## config.mk

```make
export PLATFORM = sky130hd
export DESIGN_NAME = riscv_run_controller_flat
export DESIGN_NICKNAME = d
export VERILOG_FILES = /design/src/rtl/riscv_run_controller_if.sv /design/src/rtl/riscv_run_controller.sv /design/src/flat_wrapper.sv
export SDC_FILE = /design/constraint.sdc
export NUM_CORES = 1
export LEC_CHECK = 0
export ABC_AREA = 1
export CAP_MARGIN = 20
export CORE_ASPECT_RATIO = 1.2
export CORE_MARGIN = 8
export CORE_UTILIZATION = 50
export CTS_BUF_LIST = sky130_fd_sc_hd__clkbuf_4
export CTS_CLUSTER_SIZE = 28
export DETAILED_ROUTE_END_ITERATION = 16
export PLACE_DENSITY = 0.94
export SYNTH_ARGS = -nofsm -noshare
export SYNTH_HDL_FRONTEND = slang
export SYNTH_SLANG_ARGS = --single-unit
```

## constraint.sdc

```tcl
create_clock -name clk -period 9.5 [get_ports clk]
set_input_delay 0.95 -clock clk [delete_from_list [all_inputs] [get_ports clk]]
set_output_delay 0.95 -clock clk [all_outputs]
set_load 0.02 [all_outputs]
```

## src/rtl/riscv_run_controller_if.sv

```systemverilog
// Run-controller bus: run request and retire/store snoop from the core side,
// plus the core reset and run results from the controller.
//   master : drives start/retire_valid/store_*, observes results
//   slave  : the controller itself
interface riscv_run_controller_if #(
  parameter int XLEN  = 32,
  parameter int CNT_W = 32
);
  logic              start;
  logic              retire_valid;
  logic              store_valid;
  logic [XLEN-1:0]   store_addr;
  logic [XLEN-1:0]   store_data;
  logic              core_resetn;
  logic              busy;
  logic              done;
  logic              pass;
  logic              fail;
  logic              timeout;
  logic [XLEN-2:0]   exit_code;
  logic [CNT_W-1:0]  cycle_count;
  logic [CNT_W-1:0]  retire_count;

  modport master (
    output start, retire_valid, store_valid, store_addr, store_data,
    input  core_resetn, busy, done, pass, fail, timeout, exit_code,
           cycle_count, retire_count
  );

  modport slave (
    input  start, retire_valid, store_valid, store_addr, store_data,
    output core_resetn, busy, done, pass, fail, timeout, exit_code,
           cycle_count, retire_count
  );
endinterface

```

## src/rtl/riscv_run_controller.sv

```systemverilog
// Run controller for the pipelined RISC-V core: holds the core in reset for
// RESET_CYCLES after a start request, lets it run for at most MAX_CYCLES,
// and ends the run on an odd store to TOHOST_ADDR (1 = pass, else fail with
// exit code store_data[XLEN-1:1]) or on budget exhaustion (timeout).
//   clk, reset : clock and asynchronous active-high controller reset
//   bus        : slave side of riscv_run_controller_if (start, retire/store
//                snoop in; core_resetn, busy, done, pass/fail/timeout,
//                exit_code, cycle_count, retire_count out; all registered)
module riscv_run_controller #(
  parameter int              XLEN         = 32,
  parameter int              CNT_W        = 32,
  parameter int              RESET_CYCLES = 4,
  parameter int              MAX_CYCLES   = 1000,
  parameter logic [XLEN-1:0] TOHOST_ADDR  = 32'h0000_1000
) (
  input logic                    clk,
  input logic                    reset,
  riscv_run_controller_if.slave  bus
);

  localparam int HOLD_W = (RESET_CYCLES > 1) ? $clog2(RESET_CYCLES) : 1;

  typedef enum logic [1:0] {IDLE, RESET_HOLD, RUN, DONE} state_t;

  state_t            state_q, state_d;
  logic [HOLD_W-1:0] hold_cnt;
  logic              hold_last;
  logic              completion;
  logic              budget_end;
  logic              start_ok;

  always_comb begin
    state_d    = state_q;
    start_ok   = 1'b0;
    hold_last  = (hold_cnt == HOLD_W'(RESET_CYCLES - 1));
    completion = bus.store_valid && (bus.store_addr == TOHOST_ADDR) &&
                 bus.store_data[0];
    // cycle_count still holds the pre-increment value in the final budget cycle
    budget_end = (bus.cycle_count == CNT_W'(MAX_CYCLES - 1));
    unique case (state_q)
      IDLE, DONE: begin
        if (bus.start) begin
          state_d  = RESET_HOLD;
          start_ok = 1'b1;
        end
      end
      RESET_HOLD: if (hold_last) state_d = RUN;
      RUN:        if (completion || budget_end) state_d = DONE;
      default:    state_d = IDLE;
    endcase
  end

  always_ff @(posedge clk or posedge reset) begin
    if (reset) state_q <= IDLE;
    else       state_q <= state_d;
  end

  // Status outputs are registered from the next state so they line up with
  // the state they describe.
  always_ff @(posedge clk or posedge reset) begin
    if (reset) begin
      hold_cnt         <= '0;
      bus.core_resetn  <= 1'b0;
      bus.busy         <= 1'b0;
      bus.done         <= 1'b0;
      bus.pass         <= 1'b0;
      bus.fail         <= 1'b0;
      bus.timeout      <= 1'b0;
      bus.exit_code    <= '0;
      bus.cycle_count  <= '0;
      bus.retire_count <= '0;
    end else begin
      bus.core_resetn <= (state_d == RUN);
      bus.busy        <= (state_d == RESET_HOLD) || (state_d == RUN);
      bus.done        <= (state_d == DONE);
      if (start_ok) begin
        hold_cnt         <= '0;
        bus.pass         <= 1'b0;
        bus.fail         <= 1'b0;
        bus.timeout      <= 1'b0;
        bus.exit_code    <= '0;
        bus.cycle_count  <= '0;
        bus.retire_count <= '0;
      end else if (state_q == RESET_HOLD) begin
        hold_cnt <= hold_cnt + 1'b1;
      end else if (state_q == RUN) begin
        bus.cycle_count <= bus.cycle_count + 1'b1;
        if (bus.retire_valid && (bus.retire_count != '1))
          bus.retire_count <= bus.retire_count + 1'b1;
        // Completion takes priority over a coincident budget expiry.
        if (completion) begin
          if (bus.store_data == XLEN'(1)) begin
            bus.pass <= 1'b1;
          end else begin
            bus.fail      <= 1'b1;
            bus.exit_code <= bus.store_data[XLEN-1:1];
          end
        end else if (budget_end) begin
          bus.timeout <= 1'b1;
        end
      end
    end
  end

endmodule

```

## src/flat_wrapper.sv

```systemverilog
// flat-port wrapper written by rule: the top's interface ports become plain ports
module riscv_run_controller_flat 
#(
  parameter int              XLEN         = 32,
  parameter int              CNT_W        = 32,
  parameter int              RESET_CYCLES = 4,
  parameter int              MAX_CYCLES   = 1000,
  parameter logic [XLEN-1:0] TOHOST_ADDR  = 32'h0000_1000
)
  (clk, reset, bus_start, bus_retire_valid, bus_store_valid, bus_store_addr, bus_store_data, bus_core_resetn, bus_busy, bus_done, bus_pass, bus_fail, bus_timeout, bus_exit_code, bus_cycle_count, bus_retire_count);
  riscv_run_controller_if #(.XLEN(XLEN), .CNT_W(CNT_W)) bus_i ();
  input logic clk;
  input logic reset;
  input wire logic [$bits(bus_i.start)-1:0] bus_start;
  input wire logic [$bits(bus_i.retire_valid)-1:0] bus_retire_valid;
  input wire logic [$bits(bus_i.store_valid)-1:0] bus_store_valid;
  input wire logic [$bits(bus_i.store_addr)-1:0] bus_store_addr;
  input wire logic [$bits(bus_i.store_data)-1:0] bus_store_data;
  output wire logic [$bits(bus_i.core_resetn)-1:0] bus_core_resetn;
  output wire logic [$bits(bus_i.busy)-1:0] bus_busy;
  output wire logic [$bits(bus_i.done)-1:0] bus_done;
  output wire logic [$bits(bus_i.pass)-1:0] bus_pass;
  output wire logic [$bits(bus_i.fail)-1:0] bus_fail;
  output wire logic [$bits(bus_i.timeout)-1:0] bus_timeout;
  output wire logic [$bits(bus_i.exit_code)-1:0] bus_exit_code;
  output wire logic [$bits(bus_i.cycle_count)-1:0] bus_cycle_count;
  output wire logic [$bits(bus_i.retire_count)-1:0] bus_retire_count;
  assign bus_i.start = bus_start;
  assign bus_i.retire_valid = bus_retire_valid;
  assign bus_i.store_valid = bus_store_valid;
  assign bus_i.store_addr = bus_store_addr;
  assign bus_i.store_data = bus_store_data;
  assign bus_core_resetn = bus_i.core_resetn;
  assign bus_busy = bus_i.busy;
  assign bus_done = bus_i.done;
  assign bus_pass = bus_i.pass;
  assign bus_fail = bus_i.fail;
  assign bus_timeout = bus_i.timeout;
  assign bus_exit_code = bus_i.exit_code;
  assign bus_cycle_count = bus_i.cycle_count;
  assign bus_retire_count = bus_i.retire_count;
  riscv_run_controller #(.XLEN(XLEN), .CNT_W(CNT_W), .RESET_CYCLES(RESET_CYCLES), .MAX_CYCLES(MAX_CYCLES), .TOHOST_ADDR(TOHOST_ADDR)) u_core (.clk(clk), .reset(reset), .bus(bus_i));
endmodule
```

==> metrics, run 1 <==
outcome=finished, final reports clean; total power=between 0.001 and 0.0015 W; PortBufs=169; CTS Sinks=105; period utilization=0.450; fillcell total=1084; setup TNS=0 ns; DR DRC count=0; worst vdd ir=around 0.097 mV; Area Growth Syn to Fin=30.1%; share of cells above drive strength 1=0.0292; Max Cap Viol=0; # resized after CTS=0; CTS Hold Bufs=0; clock slew seen by the registers of the worst setup and hold paths=0.18 ns; Worst Tran Pin Value=1.00 ns; max incr delay on CP=1.05 ns; sequential cell area fraction in the yosys report=0.408; postcts setup bufs=0; Async SR Flop Fraction=1.00; Pwr Density=~130 nW/um^2; Levels on crit path=9; Min Hold Slack=about 0.5 ns; Worst setup SP type=flop; wire length per cell=15.0 um; Clk Latency, worst-skew pair=0.48 ns; Slew headroom=0.330; flop2flop setup slack=5.22 ns; Synth top cells by count=nand2_1 (309), nor2_1 (171), inv_1 (111); Critical path buffers and inverters=4; CTS tree=built; share of the synthesized area in the top cell type=0.408; reg2reg end=u_core.bus.cycle_count[4]; r2r worst-path depth=9; Storage cell area=2630 um^2; Vias=6895; Period minus WS final=between 4 and 5 ns; worst hold path type=flop to flop; EDFF count, synth=0; Die W=120 um; R2R Path Start=u_core.state_q[0]; Placer Congestion=roughly 0.95; final core utilization=0.664; Yosys reg bits=around 110; Synth area leader=dfrtp_1; RSZ-0062 raised after global routing=false; largest net degree at the start of global routing=64; area of the multi-input gates=roughly 3200 um^2; Synth cell types=34; via density per instance=5.32; Top delay family on crit path=simple AND/OR/NAND/NOR gates; Setup Skew=between 0.02 and 0.03 ns; Initial Util=0.510; largest cells by area after synthesis=dfrtp_1 (41%), nand2_1 (18%), nor2_1 (10%); DP Wirelength=15.0 mm; IO Count=170; Fmax=234 MHz; most numerous cell in the Yosys netlist=nand2_1; first-pass GRT wire length=between 30 and 40 mm; CTS Root Cell=clkbuf_4; Slew Limit Fails=0; Pre-antenna DRT Iters=8; DP Worst Slack=4.71 ns; core area=12600 um^2; Yosys warnings=0; first-iteration detailed-routing DRC count=707; Post-Route WL=19.4 mm; die area=16800 um^2; most frequent CP cell=inv_1; CP Max Fanout=46; FP Rows=45; ys flop type=dfrtp_1; initial antenna violation count=1; CP Data Arrival Time=4.71 ns; Critical Path RT=9.94 ns; Tot GR Track Use=0.233; vias in the first global route=6865; total global routing overflow=0; CP Capture Type=flop; Critical Path Source=u_core.state_q[0]; H-tree depth=3; Post-DRT Antenna Nets=0; post-synthesis instance area=between 6000 and 7000 um^2; CTS max path bufs=2; Nets=1203; Synth Instances=968; CTS Buf Count=9; Die Ht=140 um; Final setup viols=0; cell leakage power=3.95 nW; worst setup margin=5.22 ns; WS Path Type=flop to flop; Mean Syn Cell Area=6.65 um^2; crit-path cells=inv_1 -> ha_1 -> nand2_1 -> clkinv_1 -> nand2_2 -> inv_1 -> a21oi_1 -> o21ai_0 -> inv_1; Critical path destination=u_core.bus.cycle_count[4]; Worst path slowest cell=nand2_2; syn_nets=1045; Fin. Hold Viols=0
## metal layers
metal	share of wire	GRT usage
met5	0	0
met2	0.48	0.391
met3	0.10	0.0808
met1	0.38	0.268
met4	0.032	0.0889
## state kept, by name, indices dropped and copies added (netlist names)
name / cells
u_core.bus.timeout: 1
u_core.bus.core_resetn: 1
u_core.state_q: 2
u_core.bus.retire_count: 32
u_core.bus.busy: 1
u_core.bus.pass: 1
u_core.bus.fail: 1
u_core.hold_cnt: 2
u_core.bus.cycle_count: 32
u_core.bus.exit_code: 31
u_core.bus.done: 1
## worst min path at each step
stage	cells after the start	end	startpoint	slack [ns]
after floorplan	2	u_core.hold_cnt[1]	u_core.hold_cnt[1]	0.49
after global placement	2	u_core.bus.fail	u_core.bus.fail	0.45
after detailed placement	2	u_core.bus.exit_code[24]	u_core.bus.exit_code[24]	0.47
after CTS	2	u_core.bus.exit_code[24]	u_core.bus.exit_code[24]	0.51
after global routing	2	u_core.bus.exit_code[27]	u_core.bus.exit_code[27]	0.53
final	2	u_core.bus.exit_code[14]	u_core.bus.exit_code[14]	0.50
## cell usage in the layout, fill, tap and decap left out, types with 3 or more instances in the layout
master	n
nand3_1	76
clkdlybuf4s50_1	169
nand4_1	16
xnor2_1	8
nand2_1	309
xor2_1	8
o21ai_0	60
clkbuf_4	9
nand2_4	3
dfrtp_1	105
nor2_1	171
ha_1	8
nor3_1	32
nand2_2	4
inv_1	110
a21oi_1	13
## per-stage QoR
stage,cell area [um^2],cells
6_report,8370,1297
5_1_grt,8370,1297
4_1_cts,8360,1295
3_5_place_dp,8220,1279
3_3_place_gp,8210,1278
2_1_floorplan,6430,968
## cell families after synthesis
kind of cell / after synthesis / synth area share
compound gates: 81 / 0.0659
xor+xnor: 16 / 0.0218
fa+ha+maj: 8 / 0.0156
buf+inv: 138 / 0.0877
flops: 105 / 0.408
simple gates: 620 / 0.401
## power breakdown
part	switching (W)	leakage [nW]	internal [W]
logic	0.000152	2.53	0.000141
clock network	0.000164	0.0803	0.0000834
registers	0.0000420	1.34	0.000497
total	0.000358	3.95	0.000722
## area by class of cell
| cell class | count | area share |
|---|---|---|
| Antenna cell | 2 | 0.000598 |
| Clock buffer | 9 | 0.00807 |
| Clock inverter | 7 | 0.00912 |
| Inverter | 114 | 0.0514 |
| Multi-Input combinational cell | 725 | 0.388 |
| Sequential cell | 105 | 0.314 |
| Tap cell | 164 | 0.0245 |
| Timing Repair Buffer | 171 | 0.205 |
## worst register-to-register path: stages (launching register included)
cell and delay (ns):
dfrtp_1 0.46, inv_1 0.09, ha_1 0.35, nand2_1 0.59, clkinv_1 1.00, nand2_2 1.05
inv_1 0.30, a21oi_1 0.20, o21ai_0 0.11, inv_1 0.08
Power figures use the tool's default switching activity.
==> inputs of run 2 (changes only) <==
CORE_UTILIZATION = 46   (was 50)
PLACE_DENSITY = 0.91   (was 0.94)
clock period = 3.91 ns   (was 9.5 ns; I/O delays follow)
==> run 2 against run 1 <==
Against the previous run:
- first-iteration DRC count fell by 25%
- global-route usage fell by 1.2 points
- die area grew 7.6%
- clock power is 89% higher
- non-clock buffer count increased by 4
- sequential cell count unchanged
- via count shrank 2.5%
- clock skew decreased by 0.0095 ns
- hold slack got worse by 0.17 ns
==> metrics, run 2 (same netlist as run 1, synthesis figures left out) <==
via density per instance=5.15 (-3.1%); Switch Pwr=0.000821 W (+130%); CTS Hold Bufs=0 (unchanged); CP Data Arrival Time=3.16 ns (-1.55 ns); H-tree depth=3 (unchanged); Top Registers=u_core.bus.cycle_count: 32 flops, u_core.bus.retire_count: 32 flops, u_core.bus.exit_code: 31 flops; Pre-antenna DRT Iters=5 (-3); CTS Root Cell=clkbuf_4; Critical Path RT=4.32 ns (-5.62 ns); Initial Util=0.468 (-0.0426); CTS tree=built; Fmax=363 MHz (+55%); Area Growth Syn to Fin=29.7%; Fin. Hold Viols=0 (unchanged); IO Count=170 (unchanged); wire length per cell=14.8 um (-1.1%); Worst setup SP type=flop; Max Cap Viol=0 (unchanged); worst vdd ir=0.288 mV (+200%); # resized after CTS=0 (unchanged); Slew headroom=0.421 (+0.0912); Post-DRT Antenna Nets=0 (unchanged); share of cells above drive strength 1=0.0300 (+0.000805); worst hold path type=primary input to asynchronous set/reset pin; DP Wirelength=15.2 mm (+0.99%); first-iteration detailed-routing DRC count=529 (-25%); final core utilization=0.607 (-0.0569); CP Capture Type=flop; CTS Sinks=105 (unchanged); RSZ-0062 raised after global routing=false; Combinational Power Share=0.286 (+0.014); setup TNS=0 ns (unchanged); Nets=1207 (+0.33%); total global routing overflow=0 (unchanged); PortBufs=169 (unchanged); most frequent cells in the layout=nand2_1 (309), nor2_1 (171), clkdlybuf4s50_1 (169); Sw Share=0.329 (-0.00221); Min Hold Slack=0.335 ns (-0.169 ns); CTS Buf Count=9 (unchanged); Int Pwr=0.00167 W (+130%); vias in the first global route=6763 (-1.5%); largest net degree at the start of global routing=50 (-22%); Vias=6726 (-2.5%); clock slew seen by the registers of the worst setup and hold paths=0.15 ns (-0.03 ns); cell leakage power=3.95 nW (-0.19%); clock share of power=0.187 (-0.042); Cell Count Post-Placement=1290 (+0.86%); CTS max path bufs=2 (unchanged); period utilization=0.704 (+0.254); Clk Latency, worst-skew pair=0.47 ns (about the same); Post-Route WL=19.4 mm (-0.43%); outcome=finished, final reports clean; DR DRC count=0 (unchanged); Die Ht=146 um (+3.8%); initial antenna violation count=1 (unchanged); Final setup viols=0 (unchanged); Sequential Power Share=0.526 (+0.027); die area=18000 um^2 (+7.6%); Pwr Density=299 nW/um^2 (+130%); Worst Tran Pin Value=0.866 ns (-0.137 ns); Slew Limit Fails=0 (unchanged); Post-Layout Cell Count=1306 (+0.69%); Tot GR Track Use=0.221 (-0.0123); Period minus WS final=2.75 ns (-1.52 ns); WS Path Type=flop to flop; postcts setup bufs=0 (unchanged); Setup Skew=0.0169 ns (-0.00950 ns); commonest non-fill, non-tap cell in the layout=nand2_1; Placer Congestion=0.954 (+0.21%); Die W=124 um (+3.7%); FP Rows=47 (+4.4%); CP Max Fanout=46 (unchanged); first-pass GRT wire length=32.4 mm (+0.47%); core area=13800 um^2 (+9.1%)
## run 2: changes by cell type in the layout (fill, tap and decap cells not counted), moves of 2 or more
| cell | previous run | this run |
|---|---|---|
| clkinv_2 | 1 | 3 |
| inv_6 | 2 | 0 |
| buf_4 | 1 | 6 |
| clkinv_1 | 2 | 4 |
## run 2: worst paths after layout
check	from	end	slack (ns)	depth (start not counted)
max reg2reg	u_core.state_q[0]	u_core.bus.cycle_count[4]	1.16	10
max in group asynchronous	reset	u_core.bus.exit_code[8]	2.74	3
min reg2reg	u_core.bus.fail	u_core.bus.fail	0.49	2
min in group clk	u_core.bus.fail	u_core.bus.fail	0.49	2
min	reset	u_core.bus.cycle_count[22]	0.33	2
max	u_core.state_q[0]	u_core.bus.cycle_count[4]	1.16	10
## run 2: power groups by stage
stage	Combinational [W]	Sequential [W]	Clock [W]
floorplan	0.000181	0.00146	0
global placement	0.000709	0.00132	0
detailed placement	0.000721	0.00133	0
CTS	0.000724	0.00131	0.000485
global route	0.000779	0.00133	0.000532
finish	0.000713	0.00131	0.000467
## run 2: worst max-delay path: stages, from the launching register on
cell      delay, ns
dfrtp_1        0.43
inv_1          0.10
ha_1           0.35
nand2_1        0.08
buf_4          0.26
clkinv_1       0.16
nand2_2        0.66
inv_1          0.32
a21oi_1        0.19
o21ai_0        0.10
inv_1          0.05
## run 2: final cells by class
cell class | count | area (um^2)
clock buffer | 9 | 67.6
timing repair buffer | 175 | 1740
antenna | 1 | 2.50
clock inverter | 6 | 26.3
multi-input combinational | 725 | 3240
inverter | 114 | 430
tap | 171 | 214
fill | 1266 | 5410
sequential | 105 | 2630
## run 2: through the flow
stage                     total power (W)  setup slack (ns)  area, um^2
after floorplan                   0.00165             0.758        6430
after global placement            0.00203              1.25        8250
after detailed placement          0.00205              1.19        8250
after CTS                         0.00252              1.15        8350
after global routing              0.00264             0.838        8350
final                             0.00249              1.16        8350
## run 2: metal layers
| metal | vias up | wire length (um) | GRT usage |
|---|---|---|---|
| met1 | 3103 | 7730 | 0.253 |
| li1 | 3361 | - | - |
| met2 | 236 | 9640 | 0.380 |
| met5 | - | 0 | 0 |
| met3 | 26 | 1680 | 0.0691 |
| met4 | 0 | 305 | 0.0644 |
==> inputs of run 3 (changes only) <==
clock period = 2.3 ns   (was 3.91 ns; I/O delays follow)
==> run 3 against run 2 <==
Against the previous run:
- sequential cell count is the same
- sequential share of layout area fell by 0.64 points
- power rose by 84%
- via count is 1.7% higher
- wire length up 1.9%
- critical endpoint is now u_core.bus.cycle_count[16]
- first-iteration DRC count decreased by 15%
- design area is 2.1% higher
- maximum frequency is 28% higher
- highest routed layer unchanged
- largest power group unchanged
- sequential power up 69%
- global-route usage increased by 0.13 points
==> metrics, run 3 (same netlist as run 1, synthesis figures left out) <==
Post-DP Area=8330 um^2 (+0.99%); CP Max Fanout=22 (-52%); total power=0.00459 W (+84%); Tot GR Track Use=0.222 (+0.00133); Storage cell area=2630 um^2 (about the same); worst vdd ir=0.417 mV (+45%); worst hold path type=primary input to asynchronous set/reset pin; area of the multi-input gates=3250 um^2 (+0.23%); Fmax=466 MHz (+28%); max incr delay on CP=0.47 ns (-0.19 ns); Top delay family on crit path=simple AND/OR/NAND/NOR gates; H-tree depth=3 (unchanged); largest net degree at the start of global routing=106 (+110%); vias in the first global route=6782 (+0.28%); most frequent CP cell=nand2_1; R2R Path Start=u_core.state_q[1]; outcome=finished, final reports clean; Pwr Density=538 nW/um^2 (+80%); clock slew seen by the registers of the worst setup and hold paths=0.18 ns (+0.03 ns); Top Registers=u_core.bus.cycle_count: 32 flops, u_core.bus.retire_count: 32 flops, u_core.bus.exit_code: 31 flops; CTS Root Cell=clkbuf_4; CTS Hold Bufs=0 (unchanged); fin area=8530 um^2 (+2.1%); period utilization=0.934 (+0.230); worst setup margin=0.152 ns (-1.01 ns); CTS Sinks=105 (unchanged); wire length per cell=15.0 um (+1.1%); reg2reg end=u_core.bus.cycle_count[16]; DP Wirelength=15.3 mm (+1.1%); Period minus WS final=2.15 ns (-0.604 ns); Clk Latency, worst-skew pair=0.49 ns (+0.02 ns); share of cells above drive strength 1=0.0437 (+0.0137); first-iteration detailed-routing DRC count=450 (-15%); CTS Buf Count=9 (unchanged); Placer Congestion=0.954 (about the same); Pre-antenna DRT Iters=5 (unchanged); Nets=1216 (+0.75%); crit-path cells=ha_1 -> nand2_1 -> nand2_1 -> nand2_2 -> inv_2 -> buf_4 -> nand4_1 -> o21ai_0 -> and2_1; initial antenna violation count=1 (unchanged); CTS max path bufs=2 (unchanged); Slew headroom=0.591 (+0.170); Worst Tran Pin Value=0.609 ns (-0.256 ns); Worst setup SP type=flop; Final setup viols=0 (unchanged); commonest non-fill, non-tap cell in the layout=nand2_1; DR DRC count=0 (unchanged); core area=13800 um^2 (unchanged); cell leakage power=4.01 nW (+1.7%); Setup Skew=0.0219 ns (+0.00501 ns); first-pass GRT wire length=32.5 mm (+0.40%); Cell Count Post-Placement=1299 (+0.70%); flop2flop setup slack=0.15 ns (-1.01 ns); postcts setup bufs=0 (unchanged); fillcell total=1258 (-0.63%); Slew Limit Fails=0 (unchanged); via density per instance=5.20 (+0.95%); PortBufs=169 (unchanged); CTS tree=built; Post-Route WL=19.7 mm (+1.9%); Fin. Hold Viols=0 (unchanged); Critical Path RT=2.74 ns (-1.58 ns); most frequent cells in the layout=nand2_1 (309), nor2_1 (171), clkdlybuf4s50_1 (169); Max Cap Viol=0 (unchanged); Post-DRT Antenna Nets=0 (unchanged); CP Data Arrival Time=2.59 ns (-0.57 ns); r2r worst-path depth=9 (-1); FP Rows=47 (unchanged); die area=18000 um^2 (unchanged); IO Count=170 (unchanged); WS Path Type=flop to flop; Initial Util=0.468 (unchanged); DP Worst Slack=0.101 ns (-1.09 ns); Area Growth Syn to Fin=32.5%; Worst path slowest cell=dfrtp_2; # resized after CTS=0 (unchanged); Vias=6842 (+1.7%); setup TNS=0 ns (unchanged); Post-Layout Cell Count=1316 (+0.77%); Critical path buffers and inverters=2 (-3); Die W=124 um (unchanged); total global routing overflow=0 (unchanged); Die Ht=146 um (unchanged); CP Capture Type=flop
==> run 3: per-layer routing <==
| metal | global-route usage | wire length [um] | up-vias | share of wire |
|---|---|---|---|---|
| met5 | 0 | 0 | - | 0 |
| met4 | 0.0841 | 570 | 0 | 0.029 |
| met3 | 0.0699 | 1710 | 45 | 0.087 |
| met2 | 0.379 | 9660 | 279 | 0.49 |
| met1 | 0.250 | 7780 | 3128 | 0.39 |
| li1 | - | - | 3390 | - |
==> run 3: report_power, final <==
| group | internal [W] | switching (W) | total, W |
|---|---|---|---|
| sequential | 0.00205 | 0.000167 | 0.00222 |
| clock | 0.000451 | 0.000673 | 0.00112 |
| combinational | 0.000598 | 0.000644 | 0.00124 |
| total | 0.00310 | 0.00148 | 0.00459 |
==> run 3: metrics by stage <==
step / hold slack (ns) / util
finish: 0.223 / 0.620
global route: 0.256 / 0.620
CTS: 0.255 / 0.618
detailed placement: 0.465 / 0.606
global placement: 0.465 / 0.606
floorplan: 0.363 / -
==> run 3: layout make-up <==
class	count	area share
Clock buffer	9	0.00792
Tap cell	171	0.0251
Timing Repair Buffer	184	0.214
Clock inverter	7	0.0120
Sequential cell	105	0.308
Antenna cell	1	0.000294
Inverter	114	0.0511
Multi-Input combinational cell	725	0.381
==> run 3: worst max-delay path by stage <==
stage                     slack, ns  cells past startpoint                     endpoint                  startpoint
after floorplan                0.40                     11  u_core.bus.retire_count[27]  u_core.bus.retire_count[0]
after global placement         0.24                      8  u_core.bus.retire_count[27]           u_core.state_q[1]
after detailed placement       0.10                      8  u_core.bus.retire_count[19]           u_core.state_q[1]
after CTS                      0.07                      8  u_core.bus.retire_count[29]           u_core.state_q[1]
after global routing          -0.01                      8      u_core.bus.exit_code[4]           u_core.state_q[1]
final                          0.15                      9   u_core.bus.cycle_count[16]           u_core.state_q[1]
==> run 3: worst reg2reg max path, delay by kind of cell, from the launching register on <==
| kind | cells | cell delay [ns] |
|---|---|---|
| adders and majority gates | 1 | 0.33 |
| AOI/OAI and AO/OA | 1 | 0.29 |
| buffers and inverters | 2 | 0.32 |
| and+or+nand+nor | 5 | 0.68 |
| DFF | 1 | 0.47 |
